--- config.mk ---
export PLATFORM = sky130hd
export DESIGN_NAME = spi_reg_slave
export DESIGN_NICKNAME = d
export VERILOG_FILES = /design/src/rtl/spi_reg_slave.sv
export SDC_FILE = /design/constraint.sdc
export NUM_CORES = 1
export LEC_CHECK = 0
export BUFFER_PORTS_ARGS = -buffer_cell sky130_fd_sc_hd__buf_2
export CAP_MARGIN = 5
export CORE_UTILIZATION = 50
export DETAILED_ROUTE_END_ITERATION = 6
export PLACE_DENSITY = 0.74
export SETUP_SLACK_MARGIN = 0.05
export SYNTH_ARGS = -nofsm -noshare
export SYNTH_HDL_FRONTEND = slang
export SYNTH_SLANG_ARGS = --single-unit
--- constraint.sdc ---
create_clock -name clk_i -period 3 [get_ports clk_i]
set_input_delay 0.15 -clock clk_i [delete_from_list [all_inputs] [get_ports clk_i]]
set_output_delay 0.15 -clock clk_i [all_outputs]
set_load 0.05 [all_outputs]
--- src/rtl/spi_reg_slave.sv ---
// SPI mode-0 register-access responder (ADXL362-style command/address/burst),
// oversampled on clk_i and translated into single-cycle register strobes.
module spi_reg_slave #(
  parameter logic [7:0] CMD_WRITE = 8'h0A,
  parameter logic [7:0] CMD_READ  = 8'h0B
) (
  input  logic       clk_i,
  input  logic       rst_i,
  input  logic       sclk_i,
  input  logic       mosi_i,
  input  logic       ncs_i,
  output logic       miso_o,
  output logic       miso_oe_o,
  output logic [7:0] reg_addr_o,
  output logic [7:0] reg_wdata_o,
  output logic       reg_we_o,
  output logic       reg_re_o,
  input  logic [7:0] reg_rdata_i,
  output logic       busy_o,
  output logic       cmd_err_o
);

  typedef enum logic [2:0] {IDLE, CMD, ADDR, WDATA, RDATA, IGNORE} state_t;

  state_t     state, state_nxt;
  logic [1:0] sclk_sync, mosi_sync, ncs_sync;
  logic       sclk_d, ncs_d;
  logic       sclk_s, mosi_s, ncs_s;
  logic       sclk_rise, sclk_fall, ncs_fall, ncs_rise;
  logic [2:0] bit_cnt;
  logic [7:0] rx_shreg, rx_byte, tx_shreg, addr;
  logic       wr_mode, rdata_cap, byte_done;
  logic       do_err, do_write, do_read, latch_addr, set_wr, set_rd;

  assign sclk_s    = sclk_sync[1];
  assign mosi_s    = mosi_sync[1];
  assign ncs_s     = ncs_sync[1];
  assign sclk_rise = sclk_s & ~sclk_d;
  assign sclk_fall = ~sclk_s & sclk_d;
  assign ncs_fall  = ~ncs_s & ncs_d;
  assign ncs_rise  = ncs_s & ~ncs_d;
  assign rx_byte   = {rx_shreg[6:0], mosi_s};
  assign byte_done = sclk_rise & ~ncs_s & (bit_cnt == 3'd7);

  // nCS synchronisers idle high so reset release never looks like a select edge
  always_ff @(posedge clk_i or negedge rst_i) begin
    if (!rst_i) begin
      sclk_sync <= 2'b00;
      mosi_sync <= 2'b00;
      ncs_sync  <= 2'b11;
      sclk_d    <= 1'b0;
      ncs_d     <= 1'b1;
    end else begin
      sclk_sync <= {sclk_sync[0], sclk_i};
      mosi_sync <= {mosi_sync[0], mosi_i};
      ncs_sync  <= {ncs_sync[0], ncs_i};
      sclk_d    <= sclk_s;
      ncs_d     <= ncs_s;
    end
  end

  always_ff @(posedge clk_i or negedge rst_i) begin
    if (!rst_i) state <= IDLE;
    else        state <= state_nxt;
  end

  always_comb begin
    state_nxt  = state;
    do_err     = 1'b0;
    do_write   = 1'b0;
    do_read    = 1'b0;
    latch_addr = 1'b0;
    set_wr     = 1'b0;
    set_rd     = 1'b0;
    if (ncs_rise) begin
      state_nxt = IDLE;
    end else begin
      case (state)
        IDLE: if (ncs_fall) state_nxt = CMD;
        CMD: begin
          if (byte_done) begin
            if (rx_byte == CMD_WRITE) begin
              state_nxt = ADDR;
              set_wr    = 1'b1;
            end else if (rx_byte == CMD_READ) begin
              state_nxt = ADDR;
              set_rd    = 1'b1;
            end else begin
              state_nxt = IGNORE;
              do_err    = 1'b1;
            end
          end
        end
        ADDR: begin
          if (byte_done) begin
            latch_addr = 1'b1;
            if (wr_mode) begin
              state_nxt = WDATA;
            end else begin
              state_nxt = RDATA;
              do_read   = 1'b1;
            end
          end
        end
        WDATA: if (byte_done) do_write = 1'b1;
        RDATA: if (byte_done) do_read = 1'b1;
        default: ;
      endcase
    end
  end

  // Receive shifter and bit counter; counter restarts on every select edge
  always_ff @(posedge clk_i or negedge rst_i) begin
    if (!rst_i) begin
      rx_shreg <= 8'h00;
      bit_cnt  <= 3'd0;
    end else begin
      if (sclk_rise && !ncs_s) rx_shreg <= rx_byte;
      if (ncs_fall || ncs_rise)       bit_cnt <= 3'd0;
      else if (sclk_rise && !ncs_s)   bit_cnt <= bit_cnt + 3'd1;
    end
  end

  // Address: loaded from the address byte, then advanced after each write
  // strobe or together with each read prefetch
  always_ff @(posedge clk_i or negedge rst_i) begin
    if (!rst_i) begin
      wr_mode     <= 1'b0;
      addr        <= 8'h00;
      reg_we_o    <= 1'b0;
      reg_re_o    <= 1'b0;
      reg_wdata_o <= 8'h00;
      cmd_err_o   <= 1'b0;
      rdata_cap   <= 1'b0;
      tx_shreg    <= 8'h00;
    end else begin
      if (set_wr)      wr_mode <= 1'b1;
      else if (set_rd) wr_mode <= 1'b0;
      if (latch_addr)                addr <= rx_byte;
      else if (do_read || reg_we_o)  addr <= addr + 8'd1;
      reg_we_o  <= do_write;
      reg_re_o  <= do_read;
      cmd_err_o <= do_err;
      if (do_write) reg_wdata_o <= rx_byte;
      rdata_cap <= reg_re_o;
      // The fall right after a completed byte leaves the reloaded MSB in place
      if (rdata_cap)                                tx_shreg <= reg_rdata_i;
      else if (sclk_fall && !ncs_s && bit_cnt != 0) tx_shreg <= {tx_shreg[6:0], 1'b0};
    end
  end

  assign reg_addr_o = addr;
  assign busy_o     = (state != IDLE);
  assign miso_oe_o  = (state == RDATA) && !ncs_s;
  assign miso_o     = miso_oe_o & tx_shreg[7];

endmodule

==> summary.md, run 1 <==
| Metric | Value |
|---|---|
| Area growth, synth to finish | 14.3% |
| Post-cts sizing count | 0 |
| Synthesized netlist net count | 220 |
| Number of global-route vias before repair | between 1,500 and 2,000 |
| Share of post-route cells with drive strength above 1 | 0.253 |
| Total half-perimeter wirelength after legalization and detailed placement | about 2900 um |
| RSZ-0062 raised after global routing | no |
| Final core area utilization | 0.601 |
| Post-route design area | 0.00264 mm^2 |
| Primary FF master, synth | sky130_fd_sc_hd__dfrtp_1 |
| Period utilization | 0.696 |
| Overall power of the completed layout | 0.00153 W |
| Critical Path Slowest Stage Cell | sky130_fd_sc_hd__dfstp_2 |
| Via count | around 1,600 |
| Total negative setup slack | 0 ps |
| Path category of the worst min-delay check | primary input to async pin |
| Placement Rows | 24 |
| Worst path cell trace | inv_1 -> ha_1 -> or3b_4 -> o31ai_4 -> a22oi_2 -> o311ai_1 |
| Number of maximum-capacitance constraint violations | 0 |
| Fraction of registers with async set/reset | 1.00 |
| Start of the worst register-to-register path | ncs_d$_DFF_PN1_ |
| Clock Skew | around 4.9 ps |
| Largest fanout of any net on the critical path | 5 |
| Count of pins over their slew limit | 0 |
| Overall die width | approximately 70 um |
| Clock net sink count | 50 |
| Startpoint of the worst setup timing path | ncs_d$_DFF_PN1_ |
| H-tree level count | 2 |
| Die Y | roughly 70 um |
| Largest net degree at the start of global routing | between 50 and 60 |
| Final setup fails | 0 |
| DRC Markers | 0 |
| Worst EP arrival | between 2000 and 2500 ps |
| Wire length of the first global-routing pass | 7670 um |
| Vias per std cell | ~5.5 |
| Pre-Repair DR Iteration Count | 4 |
| Result of the run | complete, no violations |
| Number of hold buffers added after CTS | 3 |
| Number of I/O port buffers | 34 |
| PD cells | roughly 580 mW/mm^2 |
| Antenna violations before repair | 0 |
| Post-detailed-placement cell area | 0.00251 mm^2 |
| Total setup buffers inserted after CTS | 0 |
| Clock Pin Slew Worst Setup and Hold Paths | around 90 ps |
| Worst setup path category | register to register |
| Residual overflow from global routing | 0 |
| TritonCTS clock tree | done |
| Count of boundary I/O pins | 35 |
| Internal Power | roughly 0.0010 W |
| Final critical-path required period | 2090 ps |
| Die area | 0.00488 mm^2 |
| Switching share of power | 0.321 |
| Clock latency of the later-clocked register in the worst-skew pair | ~300 ps |
| Element type at the critical path end | register |
| Critical Path Max Stage Delay | approximately 530 ps |
| Number of CTS-inserted buffers | 5 |
| Starting DRC count in detailed routing | between 100 and 150 |
| Share of power burned in the clock network | 0.264 |
| Fmax | approximately 480 MHz |
| Net total in the final layout | approximately 260 |
| Most used cells in the layout excluding fill and tap cells | 47 x sky130_fd_sc_hd__dfrtp_1, 34 x sky130_fd_sc_hd__buf_2, 22 x sky130_fd_sc_hd__nand2_1, 16 x sky130_fd_sc_hd__o21ai_0, 12 x sky130_fd_sc_hd__nor2_1 |
| Initial core utilization | 0.526 |
| Antenna Cells | 0 |
| Mean area per synthesized cell | around 11 um^2 |
| Routed wire length per instance | about 15 um |
| Maximum root-to-sink buffer count | 2 |
| Global-route total usage across every layer | 0.202 |
| Leakage power figure | about 1.2 nW |
| Worst IR drop on VDD | roughly 0.32 mV |
| Count of mapped cells out of synthesis | about 200 |
| Register-to-Register Path Depth | 6 |
| Core region area | between 0.004 and 0.005 mm^2 |
| Final-report hold violation count | 0 |
| Register share of total power | 0.563 |
| Clk root buf | sky130_fd_sc_hd__clkbuf_8 |
| Count of warnings emitted by yosys | 0 |
| DRT antenna net count | 0 |
| Relative max-transition margin | 0.288 |
| Startpoint kind of the worst setup timing path | register |
| Switching power summed over all nets | 0.000490 W |
| Leading cell type in the layout, fill and taps excluded | sky130_fd_sc_hd__dfrtp_1 |
| Post-synth EDFFs | 0 |
| Sequential-to-total area share from yosys stat | 0.545 |
| Distinct cell type count of the synthesized netlist | 50 |
| Wirelength, routed | between 4000 and 5000 um |
| Area of the mapped netlist | 0.00230 mm^2 |
| Required time at the endpoint of the critical path | between 3000 and 4000 ps |
| Global placement routability congestion | 0.863 |
| Combinational power share | 0.173 |
| Actual slew at the worst max-slew pin | 1070 ps |
| Register bit total from synthesis | 50 |
[layer usage]
metal / vias up / GRT usage / wire length [um]
met5: - / 0 / 0
met4: 0 / 0.0800 / 72
met3: 6 / 0.0433 / 146
met2: 30 / 0.298 / 1920
met1: 791 / 0.293 / 2120
li1: 799 / - / -
[power by group through the flow]
stage | registers [W] | clock network (W) | logic [W]
after floorplan | 0.000806 | 0 | 0.000239
after global placement | 0.000868 | 0 | 0.000259
after detailed placement | 0.000871 | 0 | 0.000263
after CTS | 0.000857 | 0.000414 | 0.000267
after global routing | 0.000877 | 0.000446 | 0.000292
final | 0.000860 | 0.000404 | 0.000264
[stage by stage]
step | cells | setup slack [ps] | hold WS, ps
after floorplan | 202 | 581 | -146
after global placement | 282 | 990 | 257
after detailed placement | 282 | 927 | 256
after CTS | 293 | 915 | 48.6
after global routing | 293 | 699 | 60.2
final | 293 | 913 | 37.1
[flip-flops by register name, indices dropped and copies added (netlist names)]
signal / flops
bit_cnt: 3
cmd_err_o: 1
mosi_sync: 2
ncs_d: 1
ncs_sync: 2
rdata_cap: 1
reg_addr_o: 8
reg_re_o: 1
reg_wdata_o: 8
reg_we_o: 1
rx_shreg: 7
sclk_d: 1
sclk_sync: 2
state: 3
tx_shreg: 8
wr_mode: 1
[worst paths after layout]
kind                                               to  slack (ps)
min reg2reg                    mosi_sync[1]$_DFF_PN0_         350
max reg2reg                 reg_addr_o[4]$_DFFE_PN0P_         910
min in group clk_i            tx_shreg[6]$_DFFE_PN0P_          50
min                         reg_addr_o[2]$_DFFE_PN0P_          40
max                         reg_addr_o[4]$_DFFE_PN0P_         910
max in group asynchronous  reg_wdata_o[0]$_DFFE_PN0P_        2310
[cell families (layout without fill, tap and decap cells)]
family / after synthesis / in the layout / share of synthesized area
xor gates and xnor gates: 6 / 6 / 0.0228
buffers and inverters: 12 / 51 / 0.0244
AOI/OAI and AO/OA: 43 / 43 / 0.129
muxes: 24 / 24 / 0.112
and+or+nand+nor: 62 / 62 / 0.140
DFF: 50 / 50 / 0.545
adders and majority gates: 5 / 5 / 0.0271
[cell type report]
| class | count | area [um^2] |
|---|---|---|
| fillers | 371 | 1750 |
| flip-flops and latches | 50 | 1250 |
| multi-input cells | 140 | 993 |
| repair buffers | 38 | 208 |
| clock buffers | 6 | 82.6 |
| well taps | 52 | 65.1 |
| inverters | 5 | 18.8 |
| clock inverters | 2 | 12.5 |
[Yosys cell counts, drive strengths merged (3+ instances only)]
cell type	instances	area [um^2]
dfrtp	47	1180
nand2	22	82.6
o21ai	20	100
mux2	15	169
nor2	13	56.3
mux2i	9	90.1
nand3	6	30.0
a21oi	5	25.0
buf	5	30.0
ha	5	62.6
inv	5	18.8
xor2	5	43.8
dfstp	3	78.8
nor2b	3	18.8
nor3	3	15.0
o31ai	3	41.3
or3b	3	28.8
[worst max-delay path, delay by kind of cell (launching register included)]
kind	cells	cell delay (ps)
AO/OA/AOI/OAI	3	760
adder cells (fa/ha/maj)	1	220
buffers and inverters	1	40
flip-flops	1	530
AND/OR/NAND/NOR	1	430
Note: power is estimated with default switching activity, not from simulation.
==> run 2: changes to the inputs <==
--- a/config.mk
+++ b/config.mk
@@ -5,6 +5,7 @@
 export SDC_FILE = /design/constraint.sdc
 export NUM_CORES = 1
 export LEC_CHECK = 0
+export ABC_AREA = 1
 export BUFFER_PORTS_ARGS = -buffer_cell sky130_fd_sc_hd__buf_2
 export CAP_MARGIN = 5
 export CORE_UTILIZATION = 50
==> constraint.sdc (replaced) <==
create_clock -name clk_i -period 2 [get_ports clk_i]
set_input_delay 0.1 -clock clk_i [delete_from_list [all_inputs] [get_ports clk_i]]
set_output_delay 0.1 -clock clk_i [all_outputs]
set_load 0.05 [all_outputs]
==> run 2 against run 1 <==
Cell area increased by 5.7%; total power up 50%; utilization up 1.8 points; sequential share of layout area down 2.6 points; clock power increased by 45%; synthesized cell count up 45%; largest cell class unchanged.
==> summary.md, run 2 <==
| Metric | Value |
|---|---|
| Antenna violations before repair | 0 |
| Post-placement worst setup slack | 345 ps |
| Post-synth top area share | 0.486 |
| Area of the multi-input gates | roughly 990 um^2 |
| Leakage power figure | about 1.6 nW |
| Number of hold buffers added after CTS | 4 |
| Count of pins over their slew limit | 0 |
| Clock net sink count | 50 |
| Worst EP arrival | about 1900 ps |
| Relative max-transition margin | 0.610 |
| Pre-Repair DR Iteration Count | 4 |
| Via count | between 1,500 and 2,000 |
| Most used standard cell by instance count after synthesis | sky130_fd_sc_hd__nand2_1 |
| Final critical-path required period | roughly 1700 ps |
| Synth area leader | sky130_fd_sc_hd__dfrtp_1 |
| Worst IR drop on VDD | around 0.51 mV |
| Die area | 0.00512 mm^2 |
| Sequential cell area | around 0.0013 mm^2 |
| Primary FF master, synth | sky130_fd_sc_hd__dfrtp_1 |
| Final-report hold violation count | 0 |
| Starting DRC count in detailed routing | 136 |
| Clk root buf | sky130_fd_sc_hd__clkbuf_8 |
| Clock Skew | 5.64 ps |
| Count of boundary I/O pins | 35 |
| H-tree level count | 2 |
| TritonCTS clock tree | done |
| Sequential-to-total area share from yosys stat | 0.519 |
| Count of warnings emitted by yosys | 0 |
| Worst Hold Margin | about 34 ps |
| Post-cts sizing count | 0 |
| Placement Rows | 24 |
| Routed wire length per instance | 12.1 um |
| Core region area | 0.00450 mm^2 |
| Net total in the final layout | 352 |
| Element type at the critical path end | register |
| Post-detailed-placement cell area | roughly 0.0027 mm^2 |
| Overall die width | around 72 um |
| Path category of the worst min-delay check | primary input to register |
| Largest fanout of any net on the critical path | 10 |
| Leading cell type in the layout, fill and taps excluded | sky130_fd_sc_hd__nand2_1 |
| Total half-perimeter wirelength after legalization and detailed placement | 3450 um |
| Wire length the detailed router placed on met1 | ~2300 um |
| Fraction of registers with async set/reset | 1.00 |
| Clock latency of the later-clocked register in the worst-skew pair | slightly below 300 ps |
| Area growth, synth to finish | 15.1% |
| DRT antenna net count | 0 |
| Number of CTS-inserted buffers | 5 |
| Number of global-route vias before repair | 1,838 |
| Global-route total usage across every layer | 0.205 |
| Cell types occupying the most area after synthesis | sky130_fd_sc_hd__dfrtp_1 49%, sky130_fd_sc_hd__nand2_1 15%, sky130_fd_sc_hd__inv_1 5.7% |
| Fmax | slightly below 600 MHz |
| Post-route design area | 0.00279 mm^2 |
| PD cells | between 800 and 900 mW/mm^2 |
| Total setup buffers inserted after CTS | 0 |
| Wirelength, routed | between 4000 and 5000 um |
| Routed wl met2 | about 2100 um |
| Routed length on met3 | around 230 um |
| Count of mapped cells out of synthesis | just under 300 |
| Post-layout worst setup margin | 319 ps |
| Clock Pin Slew Worst Setup and Hold Paths | about 80 ps |
| Mean area per synthesized cell | 8.29 um^2 |
| Synthesized netlist net count | 310 |
| Number of maximum-capacitance constraint violations | 0 |
| Actual slew at the worst max-slew pin | between 500 and 600 ps |
| Count of non-filler cells in the finished layout | just under 400 |
| Required time at the endpoint of the critical path | approximately 2200 ps |
| Antenna Cells | 0 |
| Maximum root-to-sink buffer count | 2 |
| Filler Cell Count | 397 |
| Vias per std cell | 5.09 |
| Period utilization | 0.841 |
| Initial core utilization | 0.537 |
| Most frequent cells after synthesis | 97 x sky130_fd_sc_hd__nand2_1, 47 x sky130_fd_sc_hd__dfrtp_1, 37 x sky130_fd_sc_hd__inv_1 |
| Placed Cells | roughly 380 |
| RSZ-0062 raised after global routing | no |
| Share of post-route cells with drive strength above 1 | 0.170 |
| Global placement routability congestion | just under 0.9 |
| Area of the mapped netlist | approximately 0.0024 mm^2 |
| Startpoint kind of the worst setup timing path | register |
| Total negative setup slack | 0 ps |
| Post-synth EDFFs | 0 |
| Register bit total from synthesis | 50 |
| Result of the run | complete, no violations |
| Residual overflow from global routing | 0 |
| Number of I/O port buffers | 34 |
| Worst setup path category | register to register |
| Distinct cell type count of the synthesized netlist | 28 |
| Final setup fails | 0 |
| Wire length of the first global-routing pass | 8180 um |
| Top metal layer carrying routed signals | met4 |
| Die Y | roughly 72 um |
| DRC Markers | 0 |
| Largest net degree at the start of global routing | 27 |
| Most used cells in the layout excluding fill and tap cells | 97 x sky130_fd_sc_hd__nand2_1, 47 x sky130_fd_sc_hd__dfrtp_1, 37 x sky130_fd_sc_hd__inv_1, 34 x sky130_fd_sc_hd__buf_2, 26 x sky130_fd_sc_hd__o21ai_0 |
## run 2: path summary, 6_finish.rpt
path | startpoint | endpoint | slack, ps | cells after the start
worst max-delay path | ncs_sync[1]$_DFF_PN1_ | reg_addr_o[0]$_DFFE_PN0P_ | 320 | 8
worst min-delay path | reg_rdata_i[2] | tx_shreg[2]$_DFFE_PN0P_ | 30 | 3
worst max register to register | ncs_sync[1]$_DFF_PN1_ | reg_addr_o[0]$_DFFE_PN0P_ | 320 | 8
worst min register to register | mosi_sync[0]$_DFF_PN0_ | mosi_sync[1]$_DFF_PN0_ | 360 | 0
max in group asynchronous | rst_i | reg_we_o$_DFF_PN0_ | 1130 | 3
min in group asynchronous | rst_i | tx_shreg[7]$_DFFE_PN0P_ | 340 | 2
## run 2: cell type report
class	instances	area share
multi-input combinational	198	0.355
tap	52	0.0233
timing repair buffer	41	0.0880
inverter	38	0.0512
clock buffer	8	0.0323
sequential	50	0.450
## run 2: cells by family after synthesis
logic type	synth area share
compound gates	0.0791
simple gates	0.293
buf+inv	0.0729
flops	0.519
fa+ha+maj	0.0259
xor+xnor	0.0109
## run 2: per-stage QoR
stage | utilization | total power (W)
4_1_cts | 0.619 | 0.00232
6_report | 0.619 | 0.00229
3_3_place_gp | 0.590 | 0.00170
5_1_grt | 0.619 | 0.00244
2_1_floorplan | - | 0.00158
3_5_place_dp | 0.590 | 0.00172
## run 2: power by group
group	leakage (nW)	internal, W	switching, W	total (W)
sequential	0.647	0.00113	0.0000907	0.00122
clock	0.0455	0.000282	0.000304	0.000586
combinational	0.863	0.000154	0.000327	0.000481
## run 2: per-layer routing
metal  global-route usage  vias up
li1                     -     1009
met3               0.0492        5
met2                0.319       42
met5                    0        -
met4               0.0632        0
met1                0.289      914
## run 2: worst max-delay path, cell delays in order, from the launching register on
cell	delay, ps
sky130_fd_sc_hd__dfstp_2	610
sky130_fd_sc_hd__ha_1	180
sky130_fd_sc_hd__inv_1	50
sky130_fd_sc_hd__nand4_1	140
sky130_fd_sc_hd__inv_1	110
sky130_fd_sc_hd__nand2_2	190
sky130_fd_sc_hd__nand3_4	150
sky130_fd_sc_hd__nand2_1	110
sky130_fd_sc_hd__nand2_1	50
